[config.mk]
export PLATFORM = sky130hd
export DESIGN_NAME = cpu_phase_ctrl_flat
export DESIGN_NICKNAME = d
export VERILOG_FILES = /design/src/rtl/cpu_phase_pkg.sv /design/src/rtl/cpu_phase_if.sv /design/src/rtl/cpu_phase_ctrl_stall_timer.sv /design/src/rtl/cpu_phase_ctrl.sv /design/src/flat_wrapper.sv
export SDC_FILE = /design/constraint.sdc
export NUM_CORES = 1
export LEC_CHECK = 0
export ABC_CLOCK_PERIOD_IN_PS = 1700
export CAP_MARGIN = 30
export CORE_ASPECT_RATIO = 1.25
export CORE_UTILIZATION = 40
export CTS_CLUSTER_SIZE = 20
export DETAILED_ROUTE_END_ITERATION = 12
export PLACE_DENSITY = 0.75
export SETUP_SLACK_MARGIN = 0.1
export SLEW_MARGIN = 20
export SYNTH_ARGS = -nofsm -noshare
export SYNTH_HDL_FRONTEND = slang
export SYNTH_SLANG_ARGS = --single-unit
[constraint.sdc]
create_clock -name clk -period 1.7 [get_ports clk]
set_input_delay 0.34 -clock clk [delete_from_list [all_inputs] [get_ports clk]]
set_output_delay 0.34 -clock clk [all_outputs]
set_load 0.02 [all_outputs]
[src/rtl/cpu_phase_pkg.sv]
// Shared definitions for the CPU phase sequencer: state encodings, phase-enable
// bundle and the stall-timer width helper. CPU_PHASE_SINGLE_STEP_EN uses ST_PAUSE.
package cpu_phase_pkg;

  localparam int STATE_W = 3;

  // The encoding is fixed so that debug and trace logic can decode the raw state.
  typedef enum logic [STATE_W-1:0] {
    ST_IDLE  = 3'd0,
    ST_FT    = 3'd1,
    ST_DC    = 3'd2,
    ST_EX    = 3'd3,
    ST_WB    = 3'd4,
    ST_HALT  = 3'd5,
    ST_ERR   = 3'd6,
    ST_PAUSE = 3'd7
  } state_t;

  typedef struct packed {
    logic ft;
    logic dc;
    logic ex;
    logic wb;
  } phase_en_t;

  function automatic phase_en_t phase_decode(state_t s);
    phase_en_t en;
    en.ft = (s == ST_FT);
    en.dc = (s == ST_DC);
    en.ex = (s == ST_EX);
    en.wb = (s == ST_WB);
    return en;
  endfunction

  function automatic bit is_running(state_t s);
    return (s == ST_FT) || (s == ST_DC) || (s == ST_EX) || (s == ST_WB);
  endfunction

  // The counter must be able to hold the limit value itself.
  function automatic int unsigned timer_width(int unsigned limit);
    return (limit > 1) ? $clog2(limit + 1) : 1;
  endfunction

endpackage

[src/rtl/cpu_phase_if.sv]
// Control/status bundle between the CPU top level and the phase sequencer.
// CPU_PHASE_SINGLE_STEP_EN adds the step_mode/step controls.
interface cpu_phase_if #(
  parameter int CNT_W = 16
) ();

  logic             start;
  logic             stall;
  logic             halt_req;
`ifdef CPU_PHASE_SINGLE_STEP_EN
  logic             step_mode;
  logic             step;
`endif
  logic             en_ft;
  logic             en_dc;
  logic             en_ex;
  logic             en_wb;
  logic             running;
  logic             halted;
  logic             fault;
  logic [CNT_W-1:0] retired;

  modport master (
    output start, stall, halt_req,
`ifdef CPU_PHASE_SINGLE_STEP_EN
    output step_mode, step,
`endif
    input  en_ft, en_dc, en_ex, en_wb, running, halted, fault, retired
  );

  modport slave (
    input  start, stall, halt_req,
`ifdef CPU_PHASE_SINGLE_STEP_EN
    input  step_mode, step,
`endif
    output en_ft, en_dc, en_ex, en_wb, running, halted, fault, retired
  );

endinterface

[src/rtl/cpu_phase_ctrl_stall_timer.sv]
// Counts consecutive stalled EX cycles; expired is high once the count equals LIMIT.
// LIMIT = 0 disables expiry entirely.
module stall_timer
  import cpu_phase_pkg::*;
#(
  parameter int unsigned LIMIT = 255
) (
  input  logic clk,
  input  logic rst_n,
  input  logic clear,
  input  logic count,
  output logic expired
);

  localparam int unsigned W = timer_width(LIMIT);

  logic [W-1:0] cnt;

  // NOTE: sequential state is always written with <= so every flop samples the
  // pre-edge values of its neighbours, independent of process ordering.
  always_ff @(posedge clk) begin
    if (!rst_n) begin
      cnt <= '0;
    end else if (clear) begin
      cnt <= '0;
    end else if (count && !expired) begin
      cnt <= cnt + W'(1);
    end
  end

  assign expired = (LIMIT != 0) && (cnt == W'(LIMIT));

endmodule

[src/rtl/cpu_phase_ctrl.sv]
// Four-phase sequencer for the multi-cycle CPU: one-hot FT/DC/EX/WB enables,
// start/halt control, EX stall with timeout fault and retired-instruction counter.
// Optional single-step mode is built when CPU_PHASE_SINGLE_STEP_EN is defined.
module cpu_phase_ctrl
  import cpu_phase_pkg::*;
#(
  parameter int          CNT_W         = 16,
  parameter int unsigned STALL_TIMEOUT = 255
) (
  input logic        clk,
  input logic        rst_n,
  cpu_phase_if.slave bus
);

  state_t           state;
  state_t           state_d;
  logic             halt_latch;
  logic             stall_expired;
  logic [CNT_W-1:0] retired;
  phase_en_t        en;

  stall_timer #(
    .LIMIT (STALL_TIMEOUT)
  ) u_stall_timer (
    .clk     (clk),
    .rst_n   (rst_n),
    .clear   (state != ST_EX),
    .count   ((state == ST_EX) && bus.stall),
    .expired (stall_expired)
  );

  always_ff @(posedge clk) begin
    if (!rst_n) begin
      state <= ST_IDLE;
    end else begin
      state <= state_d;
    end
  end

  // NOTE: state_d gets its default before the case so no path leaves it
  // unassigned; otherwise synthesis would infer a latch.
  always_comb begin
    state_d = state;
    unique case (state)
      ST_IDLE,
      ST_HALT:  if (bus.start) state_d = ST_FT;
      ST_FT:    state_d = ST_DC;
      ST_DC:    state_d = ST_EX;
      ST_EX: begin
        // A stall released in the expiry cycle still completes normally.
        if (!bus.stall)         state_d = ST_WB;
        else if (stall_expired) state_d = ST_ERR;
      end
      ST_WB: begin
        if (halt_latch) begin
          state_d = ST_HALT;
        end else begin
          state_d = ST_FT;
`ifdef CPU_PHASE_SINGLE_STEP_EN
          if (bus.step_mode) state_d = ST_PAUSE;
`endif
        end
      end
      ST_ERR:   state_d = ST_ERR;
`ifdef CPU_PHASE_SINGLE_STEP_EN
      ST_PAUSE: if (bus.step || !bus.step_mode) state_d = ST_FT;
`endif
      default:  state_d = ST_IDLE;
    endcase
  end

  // Halt requests are only meaningful while decode/execute own the instruction.
  always_ff @(posedge clk) begin
    if (!rst_n) begin
      halt_latch <= 1'b0;
    end else if (state_d == ST_FT) begin
      halt_latch <= 1'b0;
    end else if (bus.halt_req && ((state == ST_DC) || (state == ST_EX))) begin
      halt_latch <= 1'b1;
    end
  end

  always_ff @(posedge clk) begin
    if (!rst_n) begin
      retired <= '0;
    end else if (state == ST_WB) begin
      retired <= retired + CNT_W'(1);
    end
  end

  // Outputs are pure decodes of the state flop, so they change only on clk.
  assign en          = phase_decode(state);
  assign bus.en_ft   = en.ft;
  assign bus.en_dc   = en.dc;
  assign bus.en_ex   = en.ex;
  assign bus.en_wb   = en.wb;
  assign bus.running = is_running(state);
  assign bus.halted  = (state == ST_HALT);
  assign bus.fault   = (state == ST_ERR);
  assign bus.retired = retired;

endmodule

[src/flat_wrapper.sv]
// flat-port wrapper written by rule: the top's interface ports become plain ports
module cpu_phase_ctrl_flat import cpu_phase_pkg::*;
#(
  parameter int          CNT_W         = 16,
  parameter int unsigned STALL_TIMEOUT = 255
)
  (clk, rst_n, bus_start, bus_stall, bus_halt_req, bus_en_ft, bus_en_dc, bus_en_ex, bus_en_wb, bus_running, bus_halted, bus_fault, bus_retired);
  cpu_phase_if #(.CNT_W(CNT_W)) bus_i ();
  input logic clk;
  input logic rst_n;
  input wire logic [$bits(bus_i.start)-1:0] bus_start;
  input wire logic [$bits(bus_i.stall)-1:0] bus_stall;
  input wire logic [$bits(bus_i.halt_req)-1:0] bus_halt_req;
  output wire logic [$bits(bus_i.en_ft)-1:0] bus_en_ft;
  output wire logic [$bits(bus_i.en_dc)-1:0] bus_en_dc;
  output wire logic [$bits(bus_i.en_ex)-1:0] bus_en_ex;
  output wire logic [$bits(bus_i.en_wb)-1:0] bus_en_wb;
  output wire logic [$bits(bus_i.running)-1:0] bus_running;
  output wire logic [$bits(bus_i.halted)-1:0] bus_halted;
  output wire logic [$bits(bus_i.fault)-1:0] bus_fault;
  output wire logic [$bits(bus_i.retired)-1:0] bus_retired;
  assign bus_i.start = bus_start;
  assign bus_i.stall = bus_stall;
  assign bus_i.halt_req = bus_halt_req;
  assign bus_en_ft = bus_i.en_ft;
  assign bus_en_dc = bus_i.en_dc;
  assign bus_en_ex = bus_i.en_ex;
  assign bus_en_wb = bus_i.en_wb;
  assign bus_running = bus_i.running;
  assign bus_halted = bus_i.halted;
  assign bus_fault = bus_i.fault;
  assign bus_retired = bus_i.retired;
  cpu_phase_ctrl #(.CNT_W(CNT_W), .STALL_TIMEOUT(STALL_TIMEOUT)) u_core (.clk(clk), .rst_n(rst_n), .bus(bus_i));
endmodule
==> results of run 1 <==
[where the power goes]
group	internal, uW	switching (uW)	leakage [uW]
clock	207	209	0.0000288
combinational	78.0	80.5	0.000582
sequential	662	9.66	0.000231
total	947	300	0.000841
[worst register-to-register path, cell delays in order (launching register included)]
cell      delay (ns)
dfxtp_4         0.37
buf_6           0.13
and4bb_2        0.33
nand2_4         0.08
or4_4           0.52
a21oi_2         0.14
[path summary, 6_finish.rpt]
check                                                         start                                   to  slack [ns]  cells past startpoint
worst max-delay path                     u_core.state[0]$_SDFF_PN0_  u_core.bus.retired[14]$_SDFFE_PN0N_        0.08                      5
worst min-delay path            u_core.bus.retired[15]$_SDFFE_PN0N_  u_core.bus.retired[15]$_SDFFE_PN0N_        0.47                      2
worst max register to register           u_core.state[0]$_SDFF_PN0_  u_core.bus.retired[14]$_SDFFE_PN0N_        0.08                      5
worst min register to register  u_core.bus.retired[15]$_SDFFE_PN0N_  u_core.bus.retired[15]$_SDFFE_PN0N_        0.47                      2
[registers in the layout (all words and copies together), names as in the netlist]
signal and flops:
u_core.halt_latch 1, u_core.state 3, u_core.u_stall_timer.cnt 8, u_core.bus.retired 16
[cells in the final DEF, fill, tap and decap left out, drive strengths merged, types with 3 or more instances in the layout]
cell type,netlist,final
xor2,5,5
or3,4,4
clkdlybuf4s50,0,4
dfxtp,28,28
nand2,14,14
nand4,6,6
a211oi,3,3
nor2,19,19
clkbuf,3,7
o21ai,7,7
nor3,4,4
xnor2,5,5
mux2i,3,3
o31ai,7,7
nand3,5,5
buf,2,26
nand2b,4,4
or4,6,6
and4,3,3
inv,7,7
a21oi,12,12
dlygate4sd2,0,15
[per-stage QoR]
step,hold WS (ns),area (um2)
6_report,0.474,1960
5_1_grt,0.515,1960
4_1_cts,0.478,1890
3_5_place_dp,0.463,1820
3_3_place_gp,0.456,1820
2_1_floorplan,0.449,1410
[cell type report]
class / count / area, um2 / share of cell area
clock buffers: 4 / 55.1 / 0.0281
inverters: 7 / 26.3 / 0.0134
multi-input cells: 124 / 833 / 0.425
flip-flops and latches: 28 / 578 / 0.295
well taps: 37 / 46.3 / 0.0236
repair buffers: 51 / 423 / 0.216
[synthesized netlist by cell type, types with 3 or more instances]
cell type  number  share of area
a211oi_1        3          0.016
a21oi_1        12          0.043
clkbuf_1        3         0.0080
dfxtp_1        28           0.40
inv_1           7          0.019
mux2i_1         3          0.021
nand2_1        13          0.035
nand2b_1        4          0.018
nand3_1         5          0.018
nand4_1         5          0.022
nor2_1         19          0.051
nor3_1          4          0.014
o21ai_0         6          0.021
o31ai_1         7          0.038
or3_1           3          0.013
or4_1           6          0.032
xnor2_1         5          0.031
xor2_1          5          0.031
[layer usage]
layer  vias up  share of wire  wire length [um]
met5         -              0                 0
met1       666           0.38              1390
met3        10          0.035               128
met2        45           0.55              2000
met4         0          0.032               115
li1        697              -                 -
[logic make-up after synthesis]
kind of cell               after synthesis  synth area share
adders and majority gates                2            0.0179
and+or+nand+nor                         73             0.295
muxes                                    3            0.0215
xor gates and xnor gates                10            0.0626
AOI/OAI and AO/OA                       36             0.164
buffers and inverters                   12            0.0385
DFF                                     28             0.401
[repair_timing]
| item | in CTS | in global routing |
|---|---|---|
| setup buffers | 2 | 6 |
| pin swaps | 2 | 10 |
| hold buffers | 0 | 0 |
| setup endpoints to repair | 30 | 18 |
| gates resized for setup | 44 | 19 |
==> results.cfg, run 1 <==
[critical_path]
worstPathRequired_ns = 1.91
cp-start-kind = flop
cp.arrival_ns = 1.83
path_class = reg -> reg
cpPeakStageDelay_ns = 0.52
cp_slowest_cell = or4_4
cpLargestDelayFamily = simple AND/OR/NAND/NOR gates
crit_path_end_kind = flop
crit_buf_inv = 1
crit_path_max_fanout = 6
worstPathCellList = buf_6 > and4bb_2 > nand2_4 > or4_4 > a21oi_2

[sta]
setup_violations = 0
fmax_ghz = 0.619
fin_tns_setup_ns = 0
slew_headroom = 0.648
worstMarginPinSlew_ns = 0.527
drv_slew = 0
layout_min_cycle_time_ns = 1.62
rsz0062_at_grt = true
clock_skew_ns = 0.00793
hold_viol_final = 0
finalCritPeriodShare = 0.950
fin_ws_ns = 0.0845

[die]
fp.dieW_um = 54.9
core-area_um2 = 3280
rows = 23
io_pins = 28
initial_utilization = 0.426
die_h_um = 68.1
die_area_um2 = 3740

[logic_synthesis]
synth_warnings = 0
yosysSeqAreaShare = 0.401
synth_cell_types = 39
syn_area_per_cell_um2 = 8.53
ys_ff_latch = 28
synth_nets = 171
synth_flop_cell = dfxtp_1
synth_area_um2 = 1400
synth_cells = 164
synth-edff-count = 0
async_flop_share = 0

[cells_and_area]
final_util = 0.598
fill_cells = 300
final_nets = 222
area_delta_synth_final_pct = 40.3
fin_cells = 251
drive_gt1_frac = 0.276
antenna_cells = 0

[pwr]
p_leak_uw = 0.000841
vdd_drop_max_mv = 0.507
power.total_uw = 1250
power.density_nw_per_um2 = 635

[grt]
antenna_found_initial = 0
met3_usage = 0.0267
use_met1 = 0.202
grt_max_degree = 17
grtUsageTotal = 0.206
busiest_layer = met2
grt_pass1_wl_mm = 5.65
grtUsageMet2 = 0.398
grt_overflow_total = 0
grt_pass1_vias = 1407

[place]
io_buffers = 27
dp_slack_ns = -0.0963
dpl.hpwl_mm = 2.59
place_congestion = 0.809
place_inst = 239

[clock_tree]
cts_buffer_depth = 2
clk_pin_slew_ns = 0.10
cts-root-buf = clkbuf_8
clock_latency_ns = 0.28
htreeDepth = 1
cts_sinks = 28
cts_made_buffers = 3
tritoncts = done

[routing]
drt_iter0_markers = 33
drc = 0
viasPerCell = 5.65
vias = 1418
wirelength_mm = 3.63
firstDrtPassIters = 4
route.detailed.wl_per_inst_um = 14.5
ant_nets = 0

[job]
max-cap-violations = 0

[status]
outcome = finished clean

[worst_hold_path]
hp-class = reg -> reg
No activity file was read; power rests on OpenSTA's default activity.
==> run 2: changes to the inputs <==
--- a/config.mk
+++ b/config.mk
@@ -8,6 +8,7 @@
 export ABC_CLOCK_PERIOD_IN_PS = 1700
 export CAP_MARGIN = 30
 export CORE_ASPECT_RATIO = 1.25
+export CORE_MARGIN = 1
 export CORE_UTILIZATION = 40
 export CTS_CLUSTER_SIZE = 20
 export DETAILED_ROUTE_END_ITERATION = 12
==> results of run 2 <==
No change in the layout: final DEF, timing and power equal those of run 1.
==> run 3: changes to the inputs <==
--- a/config.mk
+++ b/config.mk
@@ -14,6 +14,7 @@
 export DETAILED_ROUTE_END_ITERATION = 12
 export PLACE_DENSITY = 0.75
 export SETUP_SLACK_MARGIN = 0.1
+export SKIP_CTS_REPAIR_TIMING = 1
 export SLEW_MARGIN = 20
 export SYNTH_ARGS = -nofsm -noshare
 export SYNTH_HDL_FRONTEND = slang
==> results.cfg, run 3 (synthesis results as in run 1) <==
[worst_hold_path]
worst_hold_startpoint = u_core.bus.retired[15]$_SDFFE_PN0N_
hp-class = reg -> reg
holdPathEnd = u_core.bus.retired[15]$_SDFFE_PN0N_
whs_path_depth = 2

[place]
io_buffers = 27
dpl.hpwl_mm = 2.59
place_inst = 239
place_congestion = 0.809
place_area_um2 = 1820

[clock_tree]
clock_latency_ns = 0.28
cts_buffer_depth = 2
tritoncts = done
clk_pin_slew_ns = 0.10
cts-root-buf = clkbuf_8
htreeDepth = 1
cts_sinks = 28
cts_made_buffers = 3

[cells_and_area]
largest_reg_flops = 16
final_util = 0.616
area_delta_synth_final_pct = 44.4
final_area_um2 = 2020
antenna_cells = 0
layout_commonest_cell = buf_4
fill_cells = 290
fin_cells = 250
reg.largest.list = u_core.bus.retired: 16 flops, u_core.u_stall_timer.cnt: 8 flops, u_core.state: 3 flops
regMostFlops = u_core.bus.retired
drive_gt1_frac = 0.282
final_cell_mix = 22 x buf_4, 20 x dfxtp_1, 17 x nor2_1, 17 x dlymetal6s2s_1, 12 x nand2_1
final_nets = 221

[sta]
worstMarginPinSlew_ns = 0.564
setup_violations = 0
drv_slew = 0
layout_min_cycle_time_ns = 1.62
hold_viol_final = 0
finalCritPeriodShare = 0.953
fin_tns_setup_ns = 0
clock_skew_ns = 0.00915
fmax_ghz = 0.617
rsz0062_at_grt = true
slew_headroom = 0.623

[grt]
grtUsageTotal = 0.202
antenna_found_initial = 0
grt_max_degree = 17
grt_pass1_wl_mm = 5.55
grt_overflow_total = 0
grt_pass1_vias = 1387

[pwr]
p_leak_uw = 0.00107
power.total_uw = 1250
power.density_nw_per_um2 = 620
vdd_drop_max_mv = 0.515

[die]
io_pins = 28
die_area_um2 = 3740
fp.dieW_um = 54.9
initial_utilization = 0.426
die_h_um = 68.1
core-area_um2 = 3280
rows = 23

[routing]
drc = 0
vias = 1396
viasPerCell = 5.58
firstDrtPassIters = 4
drt_iter0_markers = 37
ant_nets = 0
route.detailed.wl_per_inst_um = 15.0
wirelength_mm = 3.75

[job]
max-cap-violations = 0

[critical_path]
worstPathRequired_ns = 1.92
path_class = reg -> reg
crit_path_max_fanout = 7
r2r_cells = 5
reg2reg_slack_ns = 0.08
reg2reg_to = u_core.bus.retired[14]$_SDFFE_PN0N_
crit_path_end_kind = flop
r2r_start = u_core.state[0]$_SDFF_PN0_
cp.arrival_ns = 1.84
cp-start-kind = flop

[status]
outcome = finished clean
-- run 3: changes by cell type in the layout (fill, tap and decap cells not counted), sizes merged --
cell           delta
dlymetal6s2s     +16
clkdlybuf4s15     -2
dlygate4sd2      -15
-- run 3: metrics by stage --
stage	hold WS, ns	worst slack [ns]
after floorplan	0.449	0.0908
after global placement	0.456	0.00806
after detailed placement	0.463	-0.0963
after CTS	0.478	-0.359
after global routing	0.515	0.0280
final	0.471	0.0802
-- run 3: critical path, cell delays in order (launching register included) --
cell	delay [ns]
dfxtp_4	0.35
buf_6	0.13
and4bb_2	0.34
nand2_4	0.08
or4_4	0.52
a21oi_2	0.14
-- run 3: worst max path at each step --
| stage | start | end | slack (ns) |
|---|---|---|---|
| final | u_core.state[0]$_SDFF_PN0_ | u_core.bus.retired[14]$_SDFFE_PN0N_ | 0.08 |
| after global routing | u_core.state[0]$_SDFF_PN0_ | u_core.bus.retired[14]$_SDFFE_PN0N_ | 0.03 |
| after global placement | u_core.state[1]$_SDFF_PN0_ | bus_en_dc | 0.008 |
| after CTS | u_core.state[1]$_SDFF_PN0_ | bus_en_wb | -0.36 |
| after floorplan | u_core.bus.retired[1]$_SDFFE_PN0N_ | u_core.bus.retired[14]$_SDFFE_PN0N_ | 0.09 |
| after detailed placement | bus_stall | u_core.u_stall_timer.cnt[2]$_SDFFE_PP0P_ | -0.1 |
-- run 3: power by group --
| group | total, uW | internal [uW] | switching (uW) |
|---|---|---|---|
| clock | 419 | 208 | 212 |
| sequential | 670 | 662 | 8.57 |
| combinational | 163 | 78.7 | 83.9 |
| total | 1250 | 948 | 304 |
-- run 3: area by class of cell --
| type | count | area, um2 | area share |
|---|---|---|---|
| clock buffer | 4 | 55.1 | 0.0273 |
| inverter | 7 | 26.3 | 0.0130 |
| multi-input combinational | 124 | 842 | 0.417 |
| sequential | 28 | 578 | 0.286 |
| tap | 37 | 46.3 | 0.0229 |
| timing repair buffer | 50 | 472 | 0.234 |
-- run 3: metal layers --
layer | global-route usage | up-vias | share of wire
met5 | 0 | - | 0
met1 | 0.202 | 659 | 0.40
li1 | - | 695 | -
met4 | 0.0938 | 0 | 0.023
met3 | 0.0267 | 8 | 0.034
met2 | 0.392 | 34 | 0.55
